$ cat src/rtl/hazard_controller_if.sv
// hazard_controller_if: decode-side operands and stage controls between the core pipeline and hazard_controller.
interface hazard_controller_if #(
    parameter int REG_AW = 5,
    parameter int CNT_W  = 16
);
    logic              valid_d;
    logic [REG_AW-1:0] rs1_addr_d;
    logic [REG_AW-1:0] rs2_addr_d;
    logic              rs1_used_d;
    logic              rs2_used_d;
    logic [REG_AW-1:0] rd_addr_d;
    logic              reg_w_en_d;
    logic              load_d;
    logic              taken_e;
    logic              mem_ready;
    logic              stall_f;
    logic              stall_d;
    logic              stall_emw;
    logic              flush_d;
    logic              flush_e;
    logic [1:0]        fwd_a_e;
    logic [1:0]        fwd_b_e;
    logic              fwd_a_d;
    logic              fwd_b_d;
    logic [CNT_W-1:0]  hazard_cnt;

    modport master (
        output valid_d, rs1_addr_d, rs2_addr_d, rs1_used_d, rs2_used_d,
               rd_addr_d, reg_w_en_d, load_d, taken_e, mem_ready,
        input  stall_f, stall_d, stall_emw, flush_d, flush_e,
               fwd_a_e, fwd_b_e, fwd_a_d, fwd_b_d, hazard_cnt
    );

    modport slave (
        input  valid_d, rs1_addr_d, rs2_addr_d, rs1_used_d, rs2_used_d,
               rd_addr_d, reg_w_en_d, load_d, taken_e, mem_ready,
        output stall_f, stall_d, stall_emw, flush_d, flush_e,
               fwd_a_e, fwd_b_e, fwd_a_d, fwd_b_d, hazard_cnt
    );
endinterface

$ cat src/rtl/hazard_controller.sv
// hazard_controller: 5-stage RV32i stall/flush/forwarding control from a shadow E/M/W scoreboard.
// HAZARD_FORWARDING_EN enables E/D forwarding; without it every RAW match stalls until it drains.
module hazard_controller #(
    parameter int REG_AW = 5,
    parameter int CNT_W  = 16
) (
    input logic                clk,
    input logic                rst_n,
    hazard_controller_if.slave bus
);
    typedef logic [REG_AW-1:0] addr_t;
    typedef struct packed {
        logic  v;
        addr_t rd;
        logic  wen;
        logic  ld;
    } dst_t;

    dst_t             e_q, m_q, w_q;
    addr_t            e_rs1, e_rs2;
    logic [CNT_W-1:0] cnt;
    logic             haz, stall_d, stall_emw, flush_d, flush_e;
    logic             use1, use2;
    logic [1:0]       fa_e, fb_e;
    logic             fa_d, fb_d;

    function automatic logic hit(dst_t s, addr_t rs, logic used);
        return s.v & s.wen & (s.rd != '0) & (s.rd == rs) & used;
    endfunction

    // A bubble in decode reads nothing, so it can never create a hazard.
    assign use1 = bus.valid_d & bus.rs1_used_d;
    assign use2 = bus.valid_d & bus.rs2_used_d;

`ifdef HAZARD_FORWARDING_EN
    always_comb begin
        haz  = e_q.ld & (hit(e_q, bus.rs1_addr_d, use1) | hit(e_q, bus.rs2_addr_d, use2));
        fa_e = (hit(m_q, e_rs1, 1'b1) & ~m_q.ld) ? 2'b10 : hit(w_q, e_rs1, 1'b1) ? 2'b01 : 2'b00;
        fb_e = (hit(m_q, e_rs2, 1'b1) & ~m_q.ld) ? 2'b10 : hit(w_q, e_rs2, 1'b1) ? 2'b01 : 2'b00;
        fa_d = hit(w_q, bus.rs1_addr_d, use1);
        fb_d = hit(w_q, bus.rs2_addr_d, use2);
    end
    logic unused_w_ld;
    assign unused_w_ld = w_q.ld;
`else
    always_comb begin
        haz  = hit(e_q, bus.rs1_addr_d, use1) | hit(e_q, bus.rs2_addr_d, use2) |
               hit(m_q, bus.rs1_addr_d, use1) | hit(m_q, bus.rs2_addr_d, use2) |
               hit(w_q, bus.rs1_addr_d, use1) | hit(w_q, bus.rs2_addr_d, use2);
        fa_e = 2'b00;
        fb_e = 2'b00;
        fa_d = 1'b0;
        fb_d = 1'b0;
    end
    logic unused_fwd;
    assign unused_fwd = ^{e_rs1, e_rs2, e_q.ld, m_q.ld, w_q.ld};
`endif

    // Memory back-pressure beats a taken branch, which beats a data hazard.
    always_comb begin
        stall_emw = rst_n & ~bus.mem_ready;
        stall_d   = rst_n & (~bus.mem_ready | (~bus.taken_e & haz));
        flush_d   = rst_n & bus.mem_ready & bus.taken_e;
        flush_e   = rst_n & bus.mem_ready & (bus.taken_e | haz);
    end

    always_ff @(posedge clk or negedge rst_n) begin
        if (!rst_n) begin
            e_q   <= '0;
            m_q   <= '0;
            w_q   <= '0;
            e_rs1 <= '0;
            e_rs2 <= '0;
            cnt   <= '0;
        end else if (!stall_emw) begin
            w_q   <= m_q;
            m_q   <= e_q;
            e_q   <= flush_e ? '0 : dst_t'{bus.valid_d, bus.rd_addr_d, bus.reg_w_en_d, bus.load_d};
            e_rs1 <= (use1 & ~flush_e) ? bus.rs1_addr_d : '0;
            e_rs2 <= (use2 & ~flush_e) ? bus.rs2_addr_d : '0;
            if ((stall_d | flush_e) && !(&cnt))
                cnt <= cnt + 1'b1;
        end
    end

    assign bus.stall_f    = stall_d;
    assign bus.stall_d    = stall_d;
    assign bus.stall_emw  = stall_emw;
    assign bus.flush_d    = flush_d;
    assign bus.flush_e    = flush_e;
    assign bus.fwd_a_e    = fa_e;
    assign bus.fwd_b_e    = fb_e;
    assign bus.fwd_a_d    = fa_d;
    assign bus.fwd_b_d    = fb_d;
    assign bus.hazard_cnt = cnt;
endmodule

$ cat src/flat_wrapper.sv
// flat-port wrapper written by rule: the top's interface ports become plain ports
module hazard_controller_flat 
#(
    parameter int REG_AW = 5,
    parameter int CNT_W  = 16
)
  (clk, rst_n, bus_valid_d, bus_rs1_addr_d, bus_rs2_addr_d, bus_rs1_used_d, bus_rs2_used_d, bus_rd_addr_d, bus_reg_w_en_d, bus_load_d, bus_taken_e, bus_mem_ready, bus_stall_f, bus_stall_d, bus_stall_emw, bus_flush_d, bus_flush_e, bus_fwd_a_e, bus_fwd_b_e, bus_fwd_a_d, bus_fwd_b_d, bus_hazard_cnt);
  hazard_controller_if #(.REG_AW(REG_AW), .CNT_W(CNT_W)) bus_i ();
  input logic clk;
  input logic rst_n;
  input wire logic [$bits(bus_i.valid_d)-1:0] bus_valid_d;
  input wire logic [$bits(bus_i.rs1_addr_d)-1:0] bus_rs1_addr_d;
  input wire logic [$bits(bus_i.rs2_addr_d)-1:0] bus_rs2_addr_d;
  input wire logic [$bits(bus_i.rs1_used_d)-1:0] bus_rs1_used_d;
  input wire logic [$bits(bus_i.rs2_used_d)-1:0] bus_rs2_used_d;
  input wire logic [$bits(bus_i.rd_addr_d)-1:0] bus_rd_addr_d;
  input wire logic [$bits(bus_i.reg_w_en_d)-1:0] bus_reg_w_en_d;
  input wire logic [$bits(bus_i.load_d)-1:0] bus_load_d;
  input wire logic [$bits(bus_i.taken_e)-1:0] bus_taken_e;
  input wire logic [$bits(bus_i.mem_ready)-1:0] bus_mem_ready;
  output wire logic [$bits(bus_i.stall_f)-1:0] bus_stall_f;
  output wire logic [$bits(bus_i.stall_d)-1:0] bus_stall_d;
  output wire logic [$bits(bus_i.stall_emw)-1:0] bus_stall_emw;
  output wire logic [$bits(bus_i.flush_d)-1:0] bus_flush_d;
  output wire logic [$bits(bus_i.flush_e)-1:0] bus_flush_e;
  output wire logic [$bits(bus_i.fwd_a_e)-1:0] bus_fwd_a_e;
  output wire logic [$bits(bus_i.fwd_b_e)-1:0] bus_fwd_b_e;
  output wire logic [$bits(bus_i.fwd_a_d)-1:0] bus_fwd_a_d;
  output wire logic [$bits(bus_i.fwd_b_d)-1:0] bus_fwd_b_d;
  output wire logic [$bits(bus_i.hazard_cnt)-1:0] bus_hazard_cnt;
  assign bus_i.valid_d = bus_valid_d;
  assign bus_i.rs1_addr_d = bus_rs1_addr_d;
  assign bus_i.rs2_addr_d = bus_rs2_addr_d;
  assign bus_i.rs1_used_d = bus_rs1_used_d;
  assign bus_i.rs2_used_d = bus_rs2_used_d;
  assign bus_i.rd_addr_d = bus_rd_addr_d;
  assign bus_i.reg_w_en_d = bus_reg_w_en_d;
  assign bus_i.load_d = bus_load_d;
  assign bus_i.taken_e = bus_taken_e;
  assign bus_i.mem_ready = bus_mem_ready;
  assign bus_stall_f = bus_i.stall_f;
  assign bus_stall_d = bus_i.stall_d;
  assign bus_stall_emw = bus_i.stall_emw;
  assign bus_flush_d = bus_i.flush_d;
  assign bus_flush_e = bus_i.flush_e;
  assign bus_fwd_a_e = bus_i.fwd_a_e;
  assign bus_fwd_b_e = bus_i.fwd_b_e;
  assign bus_fwd_a_d = bus_i.fwd_a_d;
  assign bus_fwd_b_d = bus_i.fwd_b_d;
  assign bus_hazard_cnt = bus_i.hazard_cnt;
  hazard_controller #(.REG_AW(REG_AW), .CNT_W(CNT_W)) u_core (.clk(clk), .rst_n(rst_n), .bus(bus_i));
endmodule
$ cat config.mk
export PLATFORM = sky130hd
export DESIGN_NAME = hazard_controller_flat
export DESIGN_NICKNAME = d
export VERILOG_FILES = /design/src/rtl/hazard_controller_if.sv /design/src/rtl/hazard_controller.sv /design/src/flat_wrapper.sv
export SDC_FILE = /design/constraint.sdc
export NUM_CORES = 1
export LEC_CHECK = 0
export ABC_AREA = 1
export BUFFER_PORTS_ARGS = -buffer_cell sky130_fd_sc_hd__buf_2
export CAP_MARGIN = 20
export CORE_MARGIN = 4
export CORE_UTILIZATION = 28
export CTS_BUF_LIST = sky130_fd_sc_hd__clkbuf_16
export CTS_CLUSTER_SIZE = 20
export DETAILED_ROUTE_END_ITERATION = 16
export SETUP_SLACK_MARGIN = 0.2
export SLEW_MARGIN = 5
export SYNTH_ARGS = -nofsm -noshare
export SYNTH_HDL_FRONTEND = slang
export SYNTH_SLANG_ARGS = --single-unit
$ cat constraint.sdc
create_clock -name clk -period 2.13 [get_ports clk]
set_input_delay 0.5325 -clock clk [delete_from_list [all_inputs] [get_ports clk]]
set_output_delay 0.5325 -clock clk [all_outputs]
set_load 0.01 [all_outputs]
==> flow_summary.json <==
{
  "status": "finished, violations left",
  "violations": "setup timing",
  "finalSetupViolations": 3,
  "ioPinCount": 51,
  "insertion_delay_ns": 0.28,
  "min_path_type": "in -> async",
  "drv_slew": 0,
  "yosys.area_share.simple_pct": 35.2,
  "swShare_pct": 32.6,
  "place_ws_ns": -0.0572,
  "grt_pass1_vias": 2340,
  "netlist_area_mm2": 0.00251,
  "worst_setup_path_end_kind": "output port",
  "grt_setup_unrepaired": "yes",
  "synthAdderAreaFrac_pct": 0.498,
  "coreArea_mm2": 0.00872,
  "cts_tree": "built",
  "drt-wirelength-per-cell_um": 12.9,
  "drive_gt1_share_pct": 31.2,
  "synth-xor-area-share_pct": 11.5,
  "gr-total-overflow": 0,
  "via_count": 2456,
  "p_seq_share_pct": 41.6,
  "nNetsFinal": 453,
  "rows": 34,
  "dp.cells": 519,
  "netlist_instances": 367,
  "required_ns": 1.60,
  "grt_use_total_pct": 13.2,
  "avgSynthCellArea_um2": 6.85,
  "dpl-instance-area_mm2": 0.00288,
  "max_freq_mhz": 447,
  "timing_worst_setup_path_type": "reg -> out",
  "wl_met1_mm": 3.08,
  "slew_headroom_pct": 62.9,
  "layout_common_cells": "nand2_1 (120), buf_2 (40), inv_1 (39)",
  "design_area_mm2": 0.00333,
  "synth.distinct_cells": 27,
  "cts_buffers": 5,
  "finalNonFillerCells": 537,
  "finalCriticalPeriod_ns": 2.24,
  "p_clk_share_pct": 33.8,
  "clk_path_buf_depth": 2,
  "die_area_mm2": 0.0106,
  "drc": 0,
  "routed_via_density": 4.57,
  "powerDensity_mw_per_mm2": 641,
  "htree_levels": 2,
  "cp_max_fo": 6,
  "area_growth_syn_to_layout_pct": 32.4,
  "ant_nets": 0,
  "peakVddDrop_uv": 383,
  "mostFrequentLayoutCell": "nand2_1",
  "holdWs_ns": 0.221,
  "async_reset_ff_share_pct": 100,
  "highest_layer": "met4",
  "yosysWarnings": 0,
  "postLayoutCoreUtil_pct": 38.2,
  "fin_crit_sh_pct": 105,
  "start_kind": "register",
  "maxCapViolCount": 0,
  "postCtsHoldBufs": 0,
  "power_mw": 2.13,
  "dr_wl_met3_um": 309,
  "io_buffers": 43,
  "hpwl_mm": 5.18,
  "cts_root_buffer": "clkbuf_16",
  "path_clk_slew_ns": 0.06,
  "synth_top_family_by_area": "simple AND/OR/NAND/NOR gates",
  "grt_pass1_wl_mm": 10.9,
  "drt_first_pass_iters": 4,
  "synthMuxAreaShare_pct": 0,
  "gp_congestion": 0.921,
  "initial_core_util_pct": 28.8,
  "die_h_um": 103,
  "timing.final.hold_violations": 0,
  "worst_slew_pin_slew_ns": 0.556,
  "die_w_um": 103,
  "fin_ws_ns": -0.107,
  "internal-power_mw": 1.44,
  "drtIter0Drc": 97,
  "arrival_ns": 1.70,
  "synth_compound_gate_area_share_pct": 5.08,
  "dr_wl_met2_mm": 3.51,
  "synth_flop_cell": "dfrtp_1",
  "cts.sinks": 37,
  "synth-edff-count": 0,
  "ys_seq_area_share_pct": 36.8,
  "wl_mm": 6.92,
  "p_sw_mw": 0.696,
  "synth_seq_cells": 37,
  "setup-tns-final_ns": -0.255,
  "combPwrFrac_pct": 24.6,
  "skew_ns": 0.00299,
  "insertedDiodeCount": 0,
  "antenna_found_initial": 0,
  "grt_max_degree": 27,
  "power.leakage_nw": 1.77
}
[cell families (layout without fill, tap and decap cells)]
family / count (synthesis) / in the layout
adder cells (fa/ha/maj): 1 / 1
XOR/XNOR: 33 / 33
AND/OR/NAND/NOR: 210 / 211
buffers and inverters: 62 / 118
flip-flops: 37 / 37
other: 1 / 6
AO/OA/AOI/OAI: 23 / 23
[layout make-up]
| class | count | area (um2) |
|---|---|---|
| sequential | 37 | 936 |
| clock inverter | 3 | 17.5 |
| clock buffer | 5 | 125 |
| fill | 930 | 5390 |
| inverter | 47 | 176 |
| timing repair buffer | 63 | 413 |
| tap | 108 | 135 |
| multi-input combinational | 274 | 1530 |
[sequential cells by signal (all words and copies together), names as in the netlist]
| register | cells |
|---|---|
| u_core.bus.hazard_cnt | 16 |
| u_core.e_q | 7 |
| u_core.m_q | 7 |
| u_core.w_q | 7 |
[routing by layer]
layer | vias up | track usage (%)
met1 | 1162 | 17.1
met2 | 44 | 22.2
met3 | 2 | 2.77
li1 | 1248 | -
met4 | 0 | 3.49
met5 | - | 0
[worst paths after layout]
path                                                 from                                   end  slack (ns)  depth (start not counted)
min in group clk                u_core.w_q[1]$_DFFE_PN0N_             u_core.w_q[1]$_DFFE_PN0N_        0.49                          2
worst max-delay path            u_core.w_q[4]$_DFFE_PN0N_                           bus_flush_e       -0.11                         11
worst min register to register  u_core.w_q[1]$_DFFE_PN0N_             u_core.w_q[1]$_DFFE_PN0N_        0.49                          2
worst max register to register  u_core.w_q[4]$_DFFE_PN0N_  u_core.bus.hazard_cnt[8]$_DFFE_PN0P_        0.10                         15
worst min-delay path                                rst_n             u_core.w_q[6]$_DFFE_PN0N_        0.22                          2
max in group asynchronous                           rst_n             u_core.e_q[3]$_DFFE_PN0N_        1.55                          2
[synthesized netlist by cell type, types with 3 or more instances]
library cell | number | share of area (%)
buf_2 | 3 | 0.60
o21ai_0 | 13 | 2.6
buf_4 | 7 | 2.1
nand3_1 | 32 | 6.4
nor2_1 | 27 | 4.0
xnor2_1 | 15 | 5.2
o22ai_1 | 8 | 2.0
nand4_1 | 4 | 1.0
nor3_1 | 3 | 0.60
clkbuf_1 | 4 | 0.60
xor2_1 | 18 | 6.3
nand2_1 | 134 | 20
inv_1 | 46 | 6.9
dfrtp_1 | 37 | 37
[worst max-delay path, stage by stage (launching register included)]
cell	delay, ns
dfrtp_2	0.44
nor2_2	0.09
nand2_1	0.05
o21bai_1	0.16
inv_2	0.08
nand3_1	0.11
nand3_1	0.10
nand2_1	0.08
nand2_1	0.07
nand2_2	0.07
nand2_2	0.06
buf_6	0.12
[power by group through the flow]
stage	sequential [mW]	combinational [mW]	clock, mW
finish	0.887	0.526	0.722
global route	0.902	0.600	0.776
CTS	0.881	0.459	0.742
detailed placement	0.892	0.442	0
global placement	0.889	0.432	0
floorplan	0.883	0.292	0
[timing repair]
action / CTS / global route
setup buffers: 3 / 5
resized for setup: 7 / 55
setup endpoints to repair: 3 / 19
cloned: 0 / 2
pin swaps: 0 / 23
No activity file was read; power rests on OpenSTA's default activity.
